==> config.mk <==
export PLATFORM = sky130hd
export DESIGN_NAME = cpu_control_unit_flat
export DESIGN_NICKNAME = d
export VERILOG_FILES = /design/src/rtl/cpu_control_unit_if.sv /design/src/rtl/cpu_control_unit.sv /design/src/flat_wrapper.sv
export SDC_FILE = /design/constraint.sdc
export NUM_CORES = 1
export LEC_CHECK = 0
export CAP_MARGIN = 25
export CORE_MARGIN = 10
export CORE_UTILIZATION = 41
export CTS_BUF_LIST = sky130_fd_sc_hd__clkbuf_4 sky130_fd_sc_hd__clkbuf_8
export DETAILED_ROUTE_END_ITERATION = 10
export GPL_TIMING_DRIVEN = 0
export PLACE_DENSITY = 0.78
export SYNTH_ARGS = -nofsm -noshare
export SYNTH_HDL_FRONTEND = slang
export SYNTH_SLANG_ARGS = --single-unit
export TNS_END_PERCENT = 10
==> constraint.sdc <==
create_clock -name clk -period 1.5 [get_ports clk]
set_input_delay 0.375 -clock clk [delete_from_list [all_inputs] [get_ports clk]]
set_output_delay 0.375 -clock clk [all_outputs]
set_load 0.005 [all_outputs]
==> src/rtl/cpu_control_unit_if.sv <==
// Control bundle between the SPM CPU controller and its datapath.
// The controller takes the master side; the datapath (or bench) takes the slave side.
interface cpu_control_unit_if;
  logic       start;
  logic [7:0] ir;
  logic       zero;
  logic       load_R0, load_R1, load_R2, load_R3;
  logic       load_PC, inc_PC, load_IR, load_Y, load_Z, load_addr;
  logic [2:0] sel_mux1;
  logic [1:0] sel_mux2;
  logic       mem_write;
  logic       halted;

  modport master (
    input  start, ir, zero,
    output load_R0, load_R1, load_R2, load_R3,
    output load_PC, inc_PC, load_IR, load_Y, load_Z, load_addr,
    output sel_mux1, sel_mux2, mem_write, halted
  );

  modport slave (
    output start, ir, zero,
    input  load_R0, load_R1, load_R2, load_R3,
    input  load_PC, inc_PC, load_IR, load_Y, load_Z, load_addr,
    input  sel_mux1, sel_mux2, mem_write, halted
  );
endinterface

==> src/rtl/cpu_control_unit.sv <==
// Multi-cycle fetch/decode/execute sequencer for the 8-bit SPM CPU datapath.
// The state register is the only flop; every output decodes from state, ir and zero.
module cpu_control_unit #(
  parameter bit AUTO_START = 1'b0
) (
  input  logic               clk,
  input  logic               rst,
  cpu_control_unit_if.master bus
);
  typedef enum logic [3:0] {
    S_IDLE, S_FETCH1, S_FETCH2, S_DECODE, S_EXEC,
    S_RD1, S_RD2, S_WR1, S_WR2, S_BR1, S_BR2, S_HALT
  } state_e;

  localparam logic [3:0] OP_NOP = 4'd0, OP_ADD = 4'd1, OP_SUB = 4'd2, OP_AND = 4'd3,
                         OP_NOT = 4'd4, OP_RD  = 4'd5, OP_WR  = 4'd6, OP_BR  = 4'd7,
                         OP_BRZ = 4'd8;
  localparam logic [2:0] MUX1_PC  = 3'd4;
  localparam logic [1:0] MUX2_ALU = 2'd0, MUX2_BUS1 = 2'd1, MUX2_MEM = 2'd2;

  state_e state_q, state_d;

  logic [3:0] opcode;
  logic [1:0] src, dest;
  assign opcode = bus.ir[7:4];
  assign src    = bus.ir[3:2];
  assign dest   = bus.ir[1:0];

  always_ff @(posedge clk or negedge rst) begin
    if (!rst) state_q <= S_IDLE;
    else      state_q <= state_d;
  end

  always_comb begin
    state_d = state_q;
    unique case (state_q)
      S_IDLE:   if (bus.start || AUTO_START) state_d = S_FETCH1;
      S_FETCH1: state_d = S_FETCH2;
      S_FETCH2: state_d = S_DECODE;
      S_DECODE: begin
        unique case (opcode)
          OP_NOP, OP_NOT:         state_d = S_FETCH1;
          OP_ADD, OP_SUB, OP_AND: state_d = S_EXEC;
          OP_RD:                  state_d = S_RD1;
          OP_WR:                  state_d = S_WR1;
          OP_BR:                  state_d = S_BR1;
          OP_BRZ:                 state_d = bus.zero ? S_BR1 : S_FETCH1;
          default:                state_d = S_HALT;
        endcase
      end
      S_EXEC:   state_d = S_FETCH1;
      S_RD1:    state_d = S_RD2;
      S_WR1:    state_d = S_WR2;
      S_BR1:    state_d = S_BR2;
      S_RD2, S_WR2, S_BR2: state_d = S_FETCH1;
      S_HALT:   state_d = S_HALT;
      default:  state_d = S_IDLE;
    endcase
  end

  logic [3:0] load_r;
  logic       load_pc, inc_pc, load_ir, load_y, load_z, load_addr, mem_write, halted;
  logic [2:0] sel_mux1;
  logic [1:0] sel_mux2;

  always_comb begin
    load_r    = '0;
    load_pc   = 1'b0;
    inc_pc    = 1'b0;
    load_ir   = 1'b0;
    load_y    = 1'b0;
    load_z    = 1'b0;
    load_addr = 1'b0;
    mem_write = 1'b0;
    halted    = 1'b0;
    sel_mux1  = 3'd0;
    sel_mux2  = MUX2_ALU;
    unique case (state_q)
      S_FETCH1: begin
        sel_mux1 = MUX1_PC; sel_mux2 = MUX2_BUS1; load_addr = 1'b1; inc_pc = 1'b1;
      end
      S_FETCH2: begin
        sel_mux2 = MUX2_MEM; load_ir = 1'b1;
      end
      S_DECODE: begin
        unique case (opcode)
          OP_ADD, OP_SUB, OP_AND: begin
            sel_mux1 = {1'b0, src}; sel_mux2 = MUX2_BUS1; load_y = 1'b1;
          end
          OP_NOT: begin
            sel_mux1 = {1'b0, src}; sel_mux2 = MUX2_ALU; load_r[dest] = 1'b1; load_z = 1'b1;
          end
          OP_RD, OP_WR, OP_BR: begin
            sel_mux1 = MUX1_PC; sel_mux2 = MUX2_BUS1; load_addr = 1'b1; inc_pc = 1'b1;
          end
          OP_BRZ: begin
            // Not taken: just step PC past the address byte.
            inc_pc = 1'b1;
            if (bus.zero) begin
              sel_mux1 = MUX1_PC; sel_mux2 = MUX2_BUS1; load_addr = 1'b1;
            end
          end
          default: ;
        endcase
      end
      S_EXEC: begin
        sel_mux1 = {1'b0, dest}; sel_mux2 = MUX2_ALU; load_r[dest] = 1'b1; load_z = 1'b1;
      end
      S_RD1, S_WR1, S_BR1: begin
        sel_mux2 = MUX2_MEM; load_addr = 1'b1;
      end
      S_RD2: begin
        sel_mux2 = MUX2_MEM; load_r[dest] = 1'b1;
      end
      S_WR2: begin
        sel_mux1 = {1'b0, src}; mem_write = 1'b1;
      end
      S_BR2: begin
        sel_mux2 = MUX2_MEM; load_pc = 1'b1;
      end
      S_HALT:  halted = 1'b1;
      default: ;
    endcase
  end

  assign bus.load_R0   = load_r[0];
  assign bus.load_R1   = load_r[1];
  assign bus.load_R2   = load_r[2];
  assign bus.load_R3   = load_r[3];
  assign bus.load_PC   = load_pc;
  assign bus.inc_PC    = inc_pc;
  assign bus.load_IR   = load_ir;
  assign bus.load_Y    = load_y;
  assign bus.load_Z    = load_z;
  assign bus.load_addr = load_addr;
  assign bus.sel_mux1  = sel_mux1;
  assign bus.sel_mux2  = sel_mux2;
  assign bus.mem_write = mem_write;
  assign bus.halted    = halted;
endmodule

==> src/flat_wrapper.sv <==
// flat-port wrapper written by rule: the top's interface ports become plain ports
module cpu_control_unit_flat 
#(
  parameter bit AUTO_START = 1'b0
)
  (clk, rst, bus_start, bus_ir, bus_zero, bus_load_R0, bus_load_R1, bus_load_R2, bus_load_R3, bus_load_PC, bus_inc_PC, bus_load_IR, bus_load_Y, bus_load_Z, bus_load_addr, bus_sel_mux1, bus_sel_mux2, bus_mem_write, bus_halted);
  cpu_control_unit_if bus_i ();
  input  logic clk;
  input  logic rst;
  input wire logic [$bits(bus_i.start)-1:0] bus_start;
  input wire logic [$bits(bus_i.ir)-1:0] bus_ir;
  input wire logic [$bits(bus_i.zero)-1:0] bus_zero;
  output wire logic [$bits(bus_i.load_R0)-1:0] bus_load_R0;
  output wire logic [$bits(bus_i.load_R1)-1:0] bus_load_R1;
  output wire logic [$bits(bus_i.load_R2)-1:0] bus_load_R2;
  output wire logic [$bits(bus_i.load_R3)-1:0] bus_load_R3;
  output wire logic [$bits(bus_i.load_PC)-1:0] bus_load_PC;
  output wire logic [$bits(bus_i.inc_PC)-1:0] bus_inc_PC;
  output wire logic [$bits(bus_i.load_IR)-1:0] bus_load_IR;
  output wire logic [$bits(bus_i.load_Y)-1:0] bus_load_Y;
  output wire logic [$bits(bus_i.load_Z)-1:0] bus_load_Z;
  output wire logic [$bits(bus_i.load_addr)-1:0] bus_load_addr;
  output wire logic [$bits(bus_i.sel_mux1)-1:0] bus_sel_mux1;
  output wire logic [$bits(bus_i.sel_mux2)-1:0] bus_sel_mux2;
  output wire logic [$bits(bus_i.mem_write)-1:0] bus_mem_write;
  output wire logic [$bits(bus_i.halted)-1:0] bus_halted;
  assign bus_i.start = bus_start;
  assign bus_i.ir = bus_ir;
  assign bus_i.zero = bus_zero;
  assign bus_load_R0 = bus_i.load_R0;
  assign bus_load_R1 = bus_i.load_R1;
  assign bus_load_R2 = bus_i.load_R2;
  assign bus_load_R3 = bus_i.load_R3;
  assign bus_load_PC = bus_i.load_PC;
  assign bus_inc_PC = bus_i.inc_PC;
  assign bus_load_IR = bus_i.load_IR;
  assign bus_load_Y = bus_i.load_Y;
  assign bus_load_Z = bus_i.load_Z;
  assign bus_load_addr = bus_i.load_addr;
  assign bus_sel_mux1 = bus_i.sel_mux1;
  assign bus_sel_mux2 = bus_i.sel_mux2;
  assign bus_mem_write = bus_i.mem_write;
  assign bus_halted = bus_i.halted;
  cpu_control_unit #(.AUTO_START(AUTO_START)) u_core (.clk(clk), .rst(rst), .bus(bus_i));
endmodule
==> impl_metrics.ini, run 1 <==
[outcome]
outcome = finished, violations left
failed_checks = setup timing

[routing]
firstDrtPassIters = 4
drtAntennaViolNets = 0
met2_wirelength_mm = 1.03
wl_met1_um = 929
wl_per_cell_um = 17.0
drcViolationCount = 0
dr.first_iter.drc_count = 30
wl_mm = 2.28
route.met3.wl_um = 252
dr_total_vias = 810
viasPerCell = 6.04
dr.max_layer_used = met4

[logic_synthesis]
synth_cell_types = 33
yosysWarnings = 0
synth-seq-cells = 4
synthesis.nets = 94
yosys.area_share.simple_pct = 42.3
syn_area_per_cell_um2 = 7.11
syn_inst = 82
yosys.area_share.adder_pct = 0
synthMuxAreaShare_pct = 0
synth_xor_area_share_pct = 0
syn_area_um2 = 583
synth_top_area_share_pct = 17.2
ys_top_cells_by_area = dfrtp_1 (17%), a31oi_1 (8.6%), nand2_1 (5.8%)
synth-seq-area-share_pct = 17.2
synth_compound_area_share_pct = 32.0
synth_top_family_by_area = simple AND/OR/NAND/NOR gates
yosysTopAreaCell = dfrtp_1

[floorplanning]
start_util_pct = 44.3
die-area_um2 = 3330
ioPinCount = 29
fp.dieH_um = 57.7
core_area_um2 = 1320
rows = 13
die_w_um = 57.7

[cts]
cts_buffers = 3
cts-htree-levels = 1
cts_buffer_depth = 2
worstSkewPairLatency_ns = 0.24
cts_hold_buf = 0
clk_pin_slew_ns = 0.04
clock-sinks = 4
cts_tree = built
cts_root_buf = clkbuf_4

[min_path]
hold_class = input port to asynchronous set/reset pin

[timing]
finClkSkew_ns = 0.00585
worstMarginPinSlew_ns = 0.297
finalCritPeriodShare_pct = 132
slew_violations = 0
setup_slack_ns = -0.480
fin_setup_tns_ns = -5.17
timing.fmax_ghz = 0.505
rsz0062_at_grt = true
whs_ns = 0.327
max-slew-margin-rel_pct = 80.1
finalHoldViolCount = 0
setup_viol = 17
min_period_ns = 1.98

[critical_path]
worst-path-buf-inv = 3
endpoint_kind = primary output
crit_arrival_ns = 1.61
worstPathMaxFanout = 9
path_cells = buf_6, nand4bb_4, nor4b_4, buf_4, o2bb2ai_2, buf_2
start_kind = flop
cp_slowest_cell = dfrtp_1
path_delay_family = simple AND/OR/NAND/NOR gates
critPathMaxStageDelay_ns = 0.36
crit_required_ns = 1.12
critPathKind = flop to primary output

[final_layout]
finalNetCount = 133
top_regs = u_core.state_q (4)
fin_area_um2 = 1030
largest_reg_flops = 4
drive_gt1_share_pct = 44.5
num_antenna_cells = 0
regMostFlops = u_core.state_q
fin_cells = 134
area_delta_synth_final_pct = 76.0

[placement]
place_inst = 123
hpwl_mm = 1.43
gp_congestion = 0.852
io_buffers = 26
placed_cell_area_um2 = 862

[power_and_ir_drop]
power_density_nw_per_um2 = 1550
total_power_uw = 1590
p_leak_uw = 0.000424
irDropWorstVdd_v = 0.000892

[global_routing]
grt_max_degree = 11
antenna_found_initial = 0
gr-usage-all-layers_pct = 13.2
grt.overflow.total = 0
grt_pass1_wl_mm = 3.59
grt_pass1_vias = 799

[job]
maxCapViolations = 0
[timing repair]
item,CTS,global route
setup buffers,8,0
setup endpoints to repair,17,17
resized for setup,75,10
pin swaps,7,4
[cell type report]
type                       instances  area, um2
timing repair buffer              34        297
inverter                           1       3.75
clock buffer                       3       22.5
fill                              95        292
sequential                         4        104
buffer                             7       56.3
tap                               15       18.8
multi-input combinational         70        524
[cell usage in the layout (no fill, tap or decap), drive strengths merged, types with 7 or more instances in the layout]
cell type	count
nand2	9
a31oi	8
clkdlybuf4s15	8
nor2	7
buf	21
clkdlybuf4s50	7
[cell families after synthesis]
group,after synthesis
buffers and inverters,8
flip-flops,4
AND/OR/NAND/NOR,42
AO/OA/AOI/OAI,28
[power by group]
group / switching, uW / leakage, uW / internal, uW
combinational: 577 / 0.000366 / 647
clock: 49.2 / 0.0000138 / 89.8
sequential: 68.1 / 0.0000441 / 162
total: 695 / 0.000424 / 899
[synthesized netlist by cell type, drive strengths merged]
cell,instances
nor3,5
dfrtp,4
o21ba,1
a31oi,8
o21bai,1
inv,1
o2bb2ai,2
a21o,2
nand4bb,1
a211oi,1
nor3b,5
nor2b,5
o211ai,1
buf,7
or2,2
nor4b,1
and3b,1
and3,1
a21oi,3
a22oi,3
nand4,1
o21ai,5
nand2,9
nor2,7
nand3,2
o31a,1
nand2b,2
[metrics by stage]
stage	util [%]	worst slack, ns
4_1_cts	75.1	-0.513
3_5_place_dp	65.4	-1.02
5_1_grt	77.9	-0.519
3_3_place_gp	65.4	-1.01
2_1_floorplan	-	0.0468
6_report	77.9	-0.480
[routing by layer]
metal / track usage [%] / vias up
li1: - / 384
met1: 14.6 / 372
met2: 20.9 / 47
met3: 4.79 / 7
met4: 8.39 / 0
met5: 0 / -
[worst reg2reg max path: stages (launching register included)]
cell,delay (ns)
dfrtp_1,0.36
buf_6,0.14
buf_2,0.18
a211oi_1,0.23
a31oi_1,0.11
[worst paths after layout]
| check | endpoint | start | cells past startpoint | slack, ns |
|---|---|---|---|---|
| worst min-delay path | u_core.state_q[1] | rst | 1 | 0.33 |
| worst min register to register | u_core.state_q[1] | u_core.state_q[1] | 2 | 0.76 |
| max in group asynchronous | u_core.state_q[2] | rst | 1 | 0.99 |
| worst max-delay path | bus_sel_mux1[1] | u_core.state_q[3] | 6 | -0.48 |
| min in group clk | u_core.state_q[3] | bus_ir[5] | 3 | 0.48 |
| worst max register to register | u_core.state_q[3] | u_core.state_q[3] | 4 | 0.33 |
Note: power is estimated with default switching activity, not from simulation.
==> run 2, diff against run 1 <==
--- a/config.mk
+++ b/config.mk
@@ -8,7 +8,7 @@
 export CAP_MARGIN = 25
 export CORE_MARGIN = 10
 export CORE_UTILIZATION = 41
-export CTS_BUF_LIST = sky130_fd_sc_hd__clkbuf_4 sky130_fd_sc_hd__clkbuf_8
+export CTS_BUF_LIST = sky130_fd_sc_hd__clkbuf_8
 export DETAILED_ROUTE_END_ITERATION = 10
 export GPL_TIMING_DRIVEN = 0
 export PLACE_DENSITY = 0.78
==> constraint.sdc (replaced) <==
create_clock -name clk -period 1.5 [get_ports clk]
set_input_delay 0.225 -clock clk [delete_from_list [all_inputs] [get_ports clk]]
set_output_delay 0.225 -clock clk [all_outputs]
set_load 0.005 [all_outputs]
==> impl_metrics.ini, run 2 (synthesis results as in run 1) <==
[final_layout]
fin_area_um2 = 1060
top_regs = u_core.state_q (4)
fin_cells = 133
drive_gt1_share_pct = 43.2
regMostFlops = u_core.state_q
nFillCells = 89
finalNetCount = 132
area_delta_synth_final_pct = 81.3
largest_reg_flops = 4
num_antenna_cells = 0
final_cell_mix = buf_4 (9), buf_2 (8), nand2_1 (8)
final_common_cell = buf_4

[power_and_ir_drop]
p_leak_uw = 0.000454
power_density_nw_per_um2 = 1690
irDropWorstVdd_v = 0.00125
total_power_uw = 1780

[floorplanning]
core_area_um2 = 1320
ioPinCount = 29
die_w_um = 57.7
fp.dieH_um = 57.7
start_util_pct = 44.3
rows = 13
die-area_um2 = 3330

[timing]
finalCritPeriodShare_pct = 122
finalHoldViolCount = 0
setup_viol = 15
finClkSkew_ns = 0.00208
rsz0062_at_grt = true
setup_slack_ns = -0.325
max-slew-margin-rel_pct = 76.8
slew_violations = 0
worstMarginPinSlew_ns = 0.347
timing.fmax_ghz = 0.548
min_period_ns = 1.83
whs_ns = 0.207

[routing]
dr.first_iter.drc_count = 21
wl_mm = 2.43
wl_per_cell_um = 18.2
drtAntennaViolNets = 0
dr_total_vias = 792
drcViolationCount = 0
viasPerCell = 5.95
firstDrtPassIters = 4

[critical_path]
setup.worst_path.start = u_core.state_q[3]
rr_worst_depth = 5
critPathMaxStageDelay_ns = 0.37
critPathKind = flop to primary output
cp_slowest_cell = dfrtp_1
worst-path-buf-inv = 2
path_depth = 5
reg2reg_from = u_core.state_q[3]
path_delay_family = simple AND/OR/NAND/NOR gates
crit_required_ns = 1.27
worstPathMaxFanout = 6
crit_arrival_ns = 1.60
path_cells = buf_6, and3b_2, a31oi_4, nor3b_1, clkdlybuf4s15_2
start_kind = flop
endpoint_kind = primary output

[placement]
pre_cts_ws_ns = -0.723
placed_cell_area_um2 = 862
place_inst = 123
io_buffers = 26
hpwl_mm = 1.43
gp_congestion = 0.852

[cts]
clock-sinks = 4
cts_root_buf = clkbuf_8
cts_buffers = 3
clk_pin_slew_ns = 0.03
cts_buffer_depth = 2
cts_tree = built
cts-htree-levels = 1
worstSkewPairLatency_ns = 0.22

[outcome]
failed_checks = setup timing
outcome = finished, violations left

[global_routing]
grt.overflow.total = 0
grt_max_degree = 11
gr-usage-all-layers_pct = 13.2
grt_pass1_vias = 787
grt_pass1_wl_mm = 3.58
antenna_found_initial = 0

[min_path]
hold_class = input port to asynchronous set/reset pin

[job]
maxCapViolations = 0
-- run 2: worst paths after layout --
check / to / slack (ns)
max: bus_load_R2 / -0.33
min: u_core.state_q[1] / 0.21
max reg2reg: u_core.state_q[0] / 0.17
min reg2reg: u_core.state_q[0] / 0.77
max in group asynchronous: u_core.state_q[2] / 1.11
min in group clk: u_core.state_q[1] / 0.46
-- run 2: repair_timing --
action / 4_1_cts / 5_1_grt
hold buffers: 0 / 0
setup buffers: 4 / 3
setup endpoints to repair: 17 / 17
hold endpoints to repair: 0 / 0
pin swaps: 5 / 5
resized for setup: 51 / 29
-- run 2: layout make-up --
type,count,area [um2],share of cell area (%)
clock buffer,3,41.3,3.91
buffer,7,58.8,5.56
tap,15,18.8,1.78
sequential,4,104,9.82
multi-input combinational,70,541,51.1
inverter,1,3.75,0.355
timing repair buffer,33,290,27.5
-- run 2: per-stage QoR --
stage | util [%] | TNS (ns)
6_report | 80.2 | -2.44
5_1_grt | 80.2 | -3.57
4_1_cts | 76.4 | -3.75
3_5_place_dp | 65.4 | -8.19
3_3_place_gp | 65.4 | -8.15
2_1_floorplan | - | 0
-- run 2: worst reg2reg max path, stage by stage (launching register included) --
cell,delay (ns)
dfrtp_1,0.37
buf_6,0.13
buf_4,0.15
nor2b_4,0.14
buf_4,0.13
o31a_1,0.29
-- run 2: per-layer routing --
layer,GRT usage [%],wire [um],up-vias,share of wire [%]
met4,7.05,45,0,1.9
met3,4.36,169,4,7.0
met1,14.8,1020,382,42
met5,0,0,-,0
li1,-,-,380,-
met2,21.5,1190,26,49
-- run 2: power by group --
part,switching (uW),internal [uW]
sequential,85.5,163
clock,53.7,171
combinational,630,682
